[src/rtl/clk_switch_ctrl.sv]
`default_nettype none
// ============================================================================
// Module      : clk_switch_ctrl
// Description : Sequencing controller for the glitch-free clock multiplexer.
//               Accepts source-change requests over a valid/ready handshake,
//               drives the mux select, holds off changes for a settle window
//               and fails over to the lowest-index healthy source when the
//               active source is flagged as failed.
// Revision    : 1.0 - initial release
// ============================================================================
module clk_switch_ctrl #(
    parameter int CLK_NUM    = 4,
    parameter int SETTLE_CYC = 16,
    parameter int DEF_SEL    = 0
) (
    input  logic                       clk,
    input  logic                       rst_n,
    input  logic [CLK_NUM-1:0]         clk_fail,
    input  logic                       req_vld,
    input  logic [$clog2(CLK_NUM)-1:0] req_sel,
    output logic                       req_rdy,
    output logic                       req_err,
    output logic [$clog2(CLK_NUM)-1:0] sel,
    output logic                       busy,
    output logic                       done,
    output logic                       failover,
    output logic                       all_fail
);

    localparam int SW    = $clog2(CLK_NUM);
    localparam int CW    = $clog2(SETTLE_CYC + 1);
    localparam int c_PAD = 2 ** SW;

    localparam logic [CW-1:0] c_LOAD = CW'(SETTLE_CYC - 1);
    localparam logic [SW-1:0] c_DEF  = SW'(DEF_SEL);

    localparam logic [0:0] c_ST_IDLE   = 1'b0;
    localparam logic [0:0] c_ST_SETTLE = 1'b1;

    logic [0:0]       r_state;
    logic [0:0]       w_state_nxt;
    logic [SW-1:0]    r_sel;
    logic [SW-1:0]    w_sel_nxt;
    logic [CW-1:0]    r_cnt;
    logic [CW-1:0]    w_cnt_nxt;
    logic             r_done;
    logic             w_done_nxt;
    logic             r_err;
    logic             w_err_nxt;
    logic             r_fo;
    logic             w_fo_nxt;

    logic [c_PAD-1:0] w_fail_pad;
    logic [SW-1:0]    w_fb;
    logic             w_all_fail;
    logic             w_sel_fail;
    logic             w_req_bad;
    logic             w_rdy;

    // Indices beyond CLK_NUM are treated as permanently failed, so an
    // out-of-range request is rejected by the same test as a failed source.
    if (c_PAD > CLK_NUM) begin : g_pad
        assign w_fail_pad = {{(c_PAD - CLK_NUM){1'b1}}, clk_fail};
    end else begin : g_nopad
        assign w_fail_pad = clk_fail;
    end

    assign w_all_fail = &clk_fail;
    assign w_sel_fail = w_fail_pad[r_sel];
    assign w_req_bad  = w_fail_pad[req_sel];
    assign w_rdy      = (r_state == c_ST_IDLE) && !w_sel_fail;

    // Fallback target: lowest-index source whose fail flag is clear.
    always_comb begin
        w_fb = '0;
        for (int i = CLK_NUM - 1; i >= 0; i--) begin
            if (!clk_fail[i]) begin
                w_fb = SW'(i);
            end
        end
    end

    // Next-state and registered-output decode; failover outranks requests.
    always_comb begin
        w_state_nxt = r_state;
        w_sel_nxt   = r_sel;
        w_cnt_nxt   = r_cnt;
        w_done_nxt  = 1'b0;
        w_err_nxt   = 1'b0;
        w_fo_nxt    = 1'b0;
        case (r_state)
            c_ST_IDLE: begin
                if (w_sel_fail) begin
                    // With every source failed there is nowhere to go; wait
                    // in IDLE until some flag clears.
                    if (!w_all_fail) begin
                        w_sel_nxt   = w_fb;
                        w_cnt_nxt   = c_LOAD;
                        w_fo_nxt    = 1'b1;
                        w_state_nxt = c_ST_SETTLE;
                    end
                end else if (req_vld) begin
                    if (w_req_bad) begin
                        w_err_nxt = 1'b1;
                    end else if (req_sel == r_sel) begin
                        w_done_nxt = 1'b1;
                    end else begin
                        w_sel_nxt   = req_sel;
                        w_cnt_nxt   = c_LOAD;
                        w_state_nxt = c_ST_SETTLE;
                    end
                end
            end
            c_ST_SETTLE: begin
                if (w_sel_fail) begin
                    // Abort the switch in progress; no done for it.
                    if (!w_all_fail) begin
                        w_sel_nxt = w_fb;
                        w_cnt_nxt = c_LOAD;
                        w_fo_nxt  = 1'b1;
                    end else begin
                        w_cnt_nxt   = '0;
                        w_state_nxt = c_ST_IDLE;
                    end
                end else if (r_cnt == '0) begin
                    w_done_nxt  = 1'b1;
                    w_state_nxt = c_ST_IDLE;
                end else begin
                    w_cnt_nxt = r_cnt - 1'b1;
                end
            end
            default: begin
                w_state_nxt = c_ST_IDLE;
                w_cnt_nxt   = '0;
            end
        endcase
    end

    // State, select, settle counter and pulse registers.
    always_ff @(posedge clk or negedge rst_n) begin
        if (!rst_n) begin
            r_state <= c_ST_IDLE;
            r_sel   <= c_DEF;
            r_cnt   <= '0;
            r_done  <= 1'b0;
            r_err   <= 1'b0;
            r_fo    <= 1'b0;
        end else begin
            r_state <= w_state_nxt;
            r_sel   <= w_sel_nxt;
            r_cnt   <= w_cnt_nxt;
            r_done  <= w_done_nxt;
            r_err   <= w_err_nxt;
            r_fo    <= w_fo_nxt;
        end
    end

    assign req_rdy  = w_rdy;
    assign req_err  = r_err;
    assign sel      = r_sel;
    assign busy     = (r_state == c_ST_SETTLE);
    assign done     = r_done;
    assign failover = r_fo;
    assign all_fail = w_all_fail;

endmodule
`default_nettype wire

[config.mk]
export PLATFORM = sky130hd
export DESIGN_NAME = clk_switch_ctrl
export DESIGN_NICKNAME = d
export VERILOG_FILES = /design/src/rtl/clk_switch_ctrl.sv
export SDC_FILE = /design/constraint.sdc
export NUM_CORES = 1
export LEC_CHECK = 0
export BUFFER_PORTS_ARGS = -buffer_cell sky130_fd_sc_hd__buf_2
export CAP_MARGIN = 10
export CORE_MARGIN = 5
export CORE_UTILIZATION = 50
export CTS_CLUSTER_SIZE = 28
export DETAILED_ROUTE_END_ITERATION = 8
export GPL_ROUTABILITY_DRIVEN = 0
export GPL_TIMING_DRIVEN = 0
export PLACE_DENSITY = 0.84
export SYNTH_ARGS = -nofsm -noshare
export SYNTH_HDL_FRONTEND = slang
export SYNTH_SLANG_ARGS = --single-unit
[constraint.sdc]
create_clock -name clk -period 4 [get_ports clk]
set_clock_uncertainty 0.1 [all_clocks]
set_input_delay 0.2 -clock clk [delete_from_list [all_inputs] [get_ports clk]]
set_output_delay 0.2 -clock clk [all_outputs]
set_load 0.1 [all_outputs]
Yosys cells after proc, flatten, opt, wreduce, memory -nomap -nowiden --
Cells that the tools add are included.
Word-level totals: flip-flop bits (word level) 11, bits in latches 0, bits in writable memories 0, ROM bits 0, input bits 9, output and inout bits 8, logic and storage cells 67, memories 0
Cells by class: $add $sub $neg 1, multiply operators 0, divide/modulo/power cells 0, magnitude comparators 2, equal/unequal tests 7, shift-type cells 0, mux-type cells 44, bitwise logic cells 1, reductions and logical operators 6
Operators by type and width (count):
- 5-bit two-way mux | 7
- 1-bit two-way mux | 20
- 2-bit two-way mux | 10
- 3-bit inequality test (second input constant) | 5
- 5-bit one-hot mux with 2 select lines | 1
- 4-bit AND reduction | 2
- 2-bit by 3-bit < comparator with 1-bit output (second input constant) | 2
- 5-bit logical NOT | 1
- 5-bit AND reduction | 1
- 5-bit by 1-bit subtractor with 5-bit output (second input constant) | 1
- 1-bit binary-select mux with 2-bit select | 2
- 4-bit two-way mux | 1
- 1-bit one-hot mux with 2 select lines | 2
- 2-bit one-hot mux with 2 select lines | 1
- 2-bit == test | 1
- 2-bit by 1-bit inequality test with 1-bit output (second input constant) | 1
- 1-bit logical AND | 1
- 1-bit logical NOT | 1
- 1-bit inverter | 1

Depth between registers and ports, before layout --
Gate-level depths: netlist of the first run.
word-level depth 7, depth in mapped cells 6, mapped depth without buffers 6

Least setup slack after synthesis of the first run --
Ideal clock, no wire load.
kind register to register, start point reg r_sel[0], in the netlist sel[0], end point reg r_err, in the netlist req_err, setup time 72 ps, data arrival time 3312 ps, data required time 3828 ps, setup slack 516 ps, stages on the path, launching flop included 4, buffers on the path 0, period minus slack after synthesis 3484 ps, cell sequence dfrtp_1 > mux4_2 > nor2_1 > and3_2
Between the ends: cells in the longest elaborated chain, start to end 4
Ends and longest elaborated chain:
- from (decl) | line 42 | logic [SW-1:0] r_sel;
- from (signal assigned) | line 150 | r_sel <= w_sel_nxt;
- 1-bit binary-select mux with 2-bit select | line 69 | assign w_sel_fail = w_fail_pad[r_sel];
- 1-bit two-way mux (implied by the code) | line 69
- 1-bit two-way mux | line 93 | if (w_sel_fail) begin
- 1-bit two-way mux | line 91 | case (r_state)
- via w_err_nxt | line 49 | logic w_err_nxt;
- to (signal assigned) | line 153 | r_err <= w_err_nxt;
- to (decl) | line 48 | logic r_err;
The timed path passes the listed nets, and every way through them passes these cells. The select of a mux whose other input is x is not followed. A chain may end at the register's enable or synchronous reset.

Worst setup path after layout of the first run --
start point reg r_sel[0], in the netlist sel[0], end point out req_rdy
Between the ends: cells in the longest elaborated chain, start to end 4
Ends and longest elaborated chain:
- 1-bit binary-select mux with 2-bit select | line 69
- 1-bit two-way mux (implied by the code) | line 69
- 1-bit logical NOT | line 71 | assign w_rdy = (r_state == c_ST_IDLE) && !w_sel_fail;
- 1-bit logical AND | line 71
- to (decl) | line 21 | output logic req_rdy,
No other way between the ends. The select of a mux whose other input is x is not followed.

==> summary.txt, run 1 <==
Run status
  – Status: finished clean

Route
  – First DRT Iteration DRCs: 7
  – Antenna Violating Nets Remaining: 0
  – Routed WL per cell: 13.78 um
  – Drt drc: 0
  – Routed WL: ~1.5 mm
  – Drt pass-1 iters: 4
  – Vias post-DR: 620
  – Vias/cell: around 5.6

GRT
  – Vias in the first global route: about 540
  – Initial antenna violation count: 0
  – Global route overflow: 0
  – Global-route wire length before repair: 2.304 mm
  – Largest net degree at the start of global routing: 12
  – Total GRT Usage: ~15%

Clock tree
  – Clock Tree Root: clkbuf_4
  – Latest clock arrival within the worst-skew pair: around 0.28 ns
  – CTS tree: built
  – Cts bufs inserted: 3
  – Post-CTS resize count: 0
  – Clock transition at the registers of the reported paths: 0.07 ns
  – # H-tree levels: 1
  – Clock Path Buffers: 2
  – TritonCTS Sinks: 11

Setup path
  – Worst EP required: ~3.7 ns
  – Origin of the critical flop-to-flop path: r_cnt[1]
  – Worst Reg2Reg Path Length in Cells: 5
  – CP endpoint kind: primary output
  – Critical path peak fanout: 5
  – Reg-to-reg slack, setup: 1.99 ns
  – CP startpoint kind: flip-flop
  – Crit path DAT: ~1.9 ns
  – Crit Path Class: flip-flop to primary output
  – R2R Path End: r_cnt[1]

Layout
  – Seq. cell area: between 200 and 300 um2
  – Commonest non-fill, non-tap cell in the layout: buf_2
  – Share of cells above drive strength 1: approximately a quarter
  – Nets: roughly 110
  – Footprint of the multi-input gates: ~380 um2
  – Syn-to-layout area delta: 19.60%
  – Filler cells: around 110
  – Most frequent cells in the layout: 16 x buf_2, 11 x dfrtp_1, 7 x nor2_1, 6 x inv_1
  – N_diodes: 0

Pwr
  – LEAKAGE: approximately 0.38 nW
  – PD cells: between 700 and 800 nW/um2
  – Switching Share: a little over half
  – Internal Power: 0.0002905 W
  – Flop pwr share: a little under a third
  – Switching pwr: 0.0003309 W
  – Comb power frac: around 57%
  – Peak VDD IR: 0.4458 mV
  – Clock power frac: ~13%

Run
  – Maxcap violations: 0

Logic synthesis
  – Cell taking the most area after synthesis: dfrtp_1
  – Syn_nets: 84
  – Synth top area cells: dfrtp_1 40%, mux4_2 6.5%, nor2_1 3.8%, a21oi_1 3.6%, o21ai_0 3.6%
  – Flop and latch count out of synthesis: 11
  – YS warnings: 0
  – Seq/Total Area, Yosys: approximately two fifths
  – Yosys cell types: 32
  – Post-Synthesis Cells: between 70 and 80
  – Share of the synthesized area in the top cell type: 39.93%
  – Mapped cell area: ~700 um2
  – Mean Syn Cell Area: slightly above 9 um2
  – Top_reg_cell synth: dfrtp_1
  – Post-synth EDFFs: 0
  – Asr flop ratio synth: 100.0%

Hold path
  – Hold crit path type: primary input to flip-flop
  – Worst Hold Launch: req_vld
  – Hold Path Stages: 2
  – Hold EP: req_err

Timing
  – Final min period: ~2.2 ns
  – Slew Limit Fails: 0
  – Fin. Hold Viols: 0
  – RSZ-0062 raised after global routing: false
  – Setup-failing EPs final: 0
  – Least-Margin Pin Slew: between 0.6 and 0.7 ns
  – Final period utilization: a little under three fifths
  – Minimum hold slack: ~0.096 ns
  – FMAX: between 400 and 500 MHz
  – Sum Neg Setup Slack: 0 ns
  – Relative slew slack: between 50% and 60%

Place
  – PortBufs: 16
  – Detailed placement HPWL: between 1 and 1.5 mm

Die
  – Die X: about 47 um
  – Die area: 2221 um2
  – Die Ht: between 40 and 50 um
  – Core area: ~1300 um2
  – IO Pins: 17
  – Starting density of the core: 52.98%
  – Row cnt: 13
==> power by group through the flow <==
stage	clock, W	combinational [W]	sequential (W)
4_1_cts	0.0000772	0.000356	0.000187
3_3_place_gp	0	0.000347	0.000187
3_5_place_dp	0	0.000353	0.000189
5_1_grt	0.0000843	0.000379	0.000194
2_1_floorplan	0	0.000167	0.000310
6_report	0.0000776	0.000356	0.000188
==> routing by layer <==
metal | wire (um) | part of all wire (%) | track usage [%]
met4 | 8 | 0.53 | 4.972
met5 | 0 | 0 | 0
met1 | 678 | 45 | 19.67
met3 | 99 | 6.5 | 5.747
met2 | 730 | 48 | 21.41
==> registers in the layout (all words and copies together), names as in the netlist <==
register / cells
r_cnt: 5
sel: 2
busy: 1
done: 1
failover: 1
req_err: 1
==> what timing repair did <==
action                                 4_1_cts  5_1_grt
setup buffers                                0        0
setup endpoints to repair                    0        0
endpoints found under the hold margin       11        0
hold buffers                                 1        0
==> layout make-up <==
type / count / area share [%]
Buffer: 2 / 1.821
Clock buffer: 4 / 3.187
Inverter: 6 / 2.731
Multi-Input combinational cell: 55 / 45.68
Sequential cell: 11 / 33.38
Tap cell: 15 / 2.276
Timing Repair Buffer: 17 / 10.93
==> how the worst max path moves through the flow <==
stage / slack [ns] / endpoint / start
after floorplan: 0.52 / req_err / sel[0]
after global placement: 2.03 / r_cnt[1] / r_cnt[0]
after detailed placement: 2.00 / r_cnt[1] / r_cnt[0]
after CTS: 1.80 / req_rdy / sel[0]
after global routing: 1.71 / req_rdy / sel[0]
final: 1.79 / req_rdy / sel[0]
==> cell usage after synthesis (2+ instances only) <==
cell      instances
a21oi_1           5
o22ai_1           2
a31oi_1           2
mux2i_1           2
nand2_1           5
nor2_1            7
inv_1             6
nor4b_1           2
dfrtp_1          11
o21ai_0           5
nand3_1           3
nand2b_1          2
xnor2_1           2
mux4_2            2
==> through the flow <==
| step | setup WS [ns] | utilization [%] | cells | total power, W | instance area (um2) |
|---|---|---|---|---|---|
| 6_report | 1.792 | 63.37 | 110 | 0.0006214 | 824.5 |
| 5_1_grt | 1.711 | 63.37 | 110 | 0.0006580 | 824.5 |
| 4_1_cts | 1.799 | 63.37 | 110 | 0.0006198 | 824.5 |
| 3_5_place_dp | 2.002 | 60.58 | 105 | 0.0005427 | 788.3 |
| 3_3_place_gp | 2.027 | 60.58 | 105 | 0.0005338 | 788.3 |
| 2_1_floorplan | 0.5158 | - | 74 | 0.0004769 | 689.4 |
==> worst max-delay path, stage by stage, from the launching register on <==
cell and delay [ns]:
dfrtp_1 0.44, mux4_2 0.59, nor2_1 0.15, buf_2 0.45
==> cell families (layout without fill, tap and decap cells) <==
group                    Yosys count  after routing  synth area share (%)
multiplexers                       5              5                 11.07
XOR/XNOR                           3              3                 3.812
buffers and inverters              8             29                 5.444
adder cells (fa/ha/maj)            1              1                 1.815
flip-flops                        11             11                 39.93
AO/OA/AOI/OAI                     18             18                 15.97
AND/OR/NAND/NOR                   28             28                 21.96
Power figures use the tool's default switching activity.
==> run 2: changes to the inputs <==
==> constraint.sdc (replaced) <==
create_clock -name clk -period 2.15 [get_ports clk]
set_clock_uncertainty 0.1 [all_clocks]
set_input_delay 0.1075 -clock clk [delete_from_list [all_inputs] [get_ports clk]]
set_output_delay 0.1075 -clock clk [all_outputs]
set_load 0.1 [all_outputs]
==> run 2 against run 1 <==
  * Non-clock buffer count is the same
  * Total power grew 88%
  * Clock power grew 87%
  * Register-to-register slack lost 1.9 ns
  * Count of clock-buffer cells in the layout is the same
  * Final area grew 1.5%
  * Cell count is the same
  * Utilization grew 0.96 points
  * Critical path depth is the same
  * Largest power group unchanged
  * Sequential cell count is the same
  * Setup slack lost 1.7 ns
==> summary.txt, run 2 (synthesized netlist as in run 1, its figures left out) <==
Run status
  – Status: finished clean

Timing
  – Sum Neg Setup Slack: 0 ns (unchanged)
  – RSZ-0062 raised after global routing: false
  – Fin. Hold Viols: 0 (unchanged)
  – Least-Margin Pin Slew: 0.6591 ns (+0.03976 ns)
  – Final min period: 2.061 ns
  – FMAX: about 490 MHz
  – Slew Limit Fails: 0 (unchanged)
  – Final period utilization: a little over nine tenths
  – Minimum hold slack: 0.01741 ns (-0.07899 ns)
  – Setup-failing EPs final: 0 (unchanged)
  – Relative slew slack: 55.44% (-2.7 points)

Clock tree
  – Clock transition at the registers of the reported paths: 0.07 ns (about the same)
  – Cts bufs inserted: 3 (unchanged)
  – CTS tree: built
  – Latest clock arrival within the worst-skew pair: 0.26 ns (-0.02 ns)
  – Clock Tree Root: clkbuf_4
  – # H-tree levels: 1 (unchanged)
  – TritonCTS Sinks: 11 (unchanged)
  – Clock Path Buffers: 2 (unchanged)

Place
  – Dpl cell area: 800.8 um2 (+1.6%)
  – PortBufs: 16 (unchanged)
  – Detailed placement HPWL: 1.154 mm (+2.1%)

Route
  – Drt drc: 0 (unchanged)
  – Routed WL per cell: 13.97 um (+1.4%)
  – Vias/cell: 5.682 (+0.81%)
  – Antenna Violating Nets Remaining: 0 (unchanged)
  – First DRT Iteration DRCs: 7 (unchanged)
  – Vias post-DR: 625 (+0.81%)
  – Routed WL: 1.537 mm (+1.4%)
  – Drt pass-1 iters: 4 (unchanged)

Layout
  – Syn-to-layout area delta: 21.42%
  – N_diodes: 0 (unchanged)
  – Filler cells: 118 (+9.3%)
  – Footprint of the multi-input gates: 384.1 um2 (+2.0%)
  – Register with the most flip-flops: r_cnt
  – Share of cells above drive strength 1: 29.47% (+3.2 points)
  – Nets: 106 (unchanged)
  – Most frequent cells in the layout: 16 x buf_2, 9 x dfrtp_1, 6 x inv_1, 6 x nor2_1
  – Seq. cell area: 280.3 um2 (+1.8%)
  – Commonest non-fill, non-tap cell in the layout: buf_2
  – Max reg flops: 5 (unchanged)
  – Post-route design area: 837.1 um2 (+1.5%)

GRT
  – Vias in the first global route: 563 (+3.5%)
  – Largest net degree at the start of global routing: 12 (unchanged)
  – Global-route wire length before repair: 2.380 mm (+3.3%)
  – Initial antenna violation count: 0 (unchanged)
  – Global route overflow: 0 (unchanged)
  – Total GRT Usage: 15.09% (+0.48 points)

Setup path
  – Crit Path Class: flip-flop to primary output
  – Worst EP required: 1.94 ns (-1.76 ns)
  – Crit path DAT: 1.85 ns (-0.06 ns)
  – Reg-to-reg slack, setup: 0.12 ns (-1.87 ns)
  – CP endpoint kind: primary output
  – CP startpoint kind: flip-flop
  – Critical path peak fanout: 5 (unchanged)

Run
  – Maxcap violations: 0 (unchanged)

Die
  – Core area: 1301 um2 (unchanged)
  – Starting density of the core: 52.98% (unchanged)
  – IO Pins: 17 (unchanged)
  – Die Ht: 47.13 um (unchanged)
  – Row cnt: 13 (unchanged)
  – Die X: 47.13 um (unchanged)
  – Die area: 2221 um2 (unchanged)

Pwr
  – LEAKAGE: 0.3773 nW (-0.43%)
  – PD cells: 1397 nW/um2 (+85%)
  – Peak VDD IR: 0.7690 mV (+72%)

Hold path
  – Hold crit path type: primary input to flip-flop
## run 2: cell count changes in the layout (fill, tap and decap cells not counted)
cell / previous run / this run
nor2_4: 0 / 1
dfrtp_4: 0 / 1
nor2_1: 7 / 6
dfrtp_2: 0 / 1
dfrtp_1: 11 / 9
## run 2: what timing repair did
item / in CTS / in global routing
resized for setup: 0 / 0
hold buffers: 1 / 0
endpoints found under the hold margin: 11 / 0
setup buffers: 0 / 0
## run 2: critical path, cell delays in order, from the launching register on
cell	delay (ns)
dfrtp_4	0.45
mux4_2	0.58
nor2_4	0.13
buf_2	0.43
## run 2: power by group
| group | switching (W) | internal (W) |
|---|---|---|
| sequential | 0.0000786 | 0.000280 |
| combinational | 0.000469 | 0.000197 |
| clock | 0.0000731 | 0.0000717 |
## run 2: final timing paths
| kind | cells past startpoint | to | from |
|---|---|---|---|
| setup / recovery | 3 | req_rdy | sel[0] |
| hold / removal | 3 | sel[0] | clk_fail[0] |
| setup reg to reg | 5 | r_cnt[1] | r_cnt[1] |
| hold reg to reg | 2 | r_cnt[4] | r_cnt[4] |
| max in group asynchronous | 2 | sel[0] | rst_n |
| min in group asynchronous | 2 | r_cnt[3] | rst_n |
## run 2: metrics by stage
step | cells | worst slack [ns] | utilization, % | total power [W]
after detailed placement | 105 | 0.1512 | 61.54 | 0.001025
after global routing | 110 | 0.01845 | 64.33 | 0.001243
after CTS | 110 | 0.07801 | 64.33 | 0.001170
final | 110 | 0.08888 | 64.33 | 0.001169
after global placement | 105 | 0.1740 | 61.54 | 0.001010
after floorplan | 74 | -0.06405 | - | 0.0009047
## run 2: metal layers
layer  vias up  part of all wire [%]  global-route usage (%)
li1        316                     -                       -
met1       292                    44                   20.43
met2        15                    50                   23.85
met3         2                   5.3                   3.448
met4         0                  0.33                   4.972
met5         -                     0                       0
## run 2: cell type report
| type | count | area share [%] |
|---|---|---|
| buffer | 2 | 1.794 |
| clock buffer | 4 | 3.139 |
| inverter | 6 | 2.691 |
| multi-input combinational | 55 | 45.89 |
| sequential | 11 | 33.48 |
| tap | 15 | 2.242 |
| timing repair buffer | 17 | 10.76 |
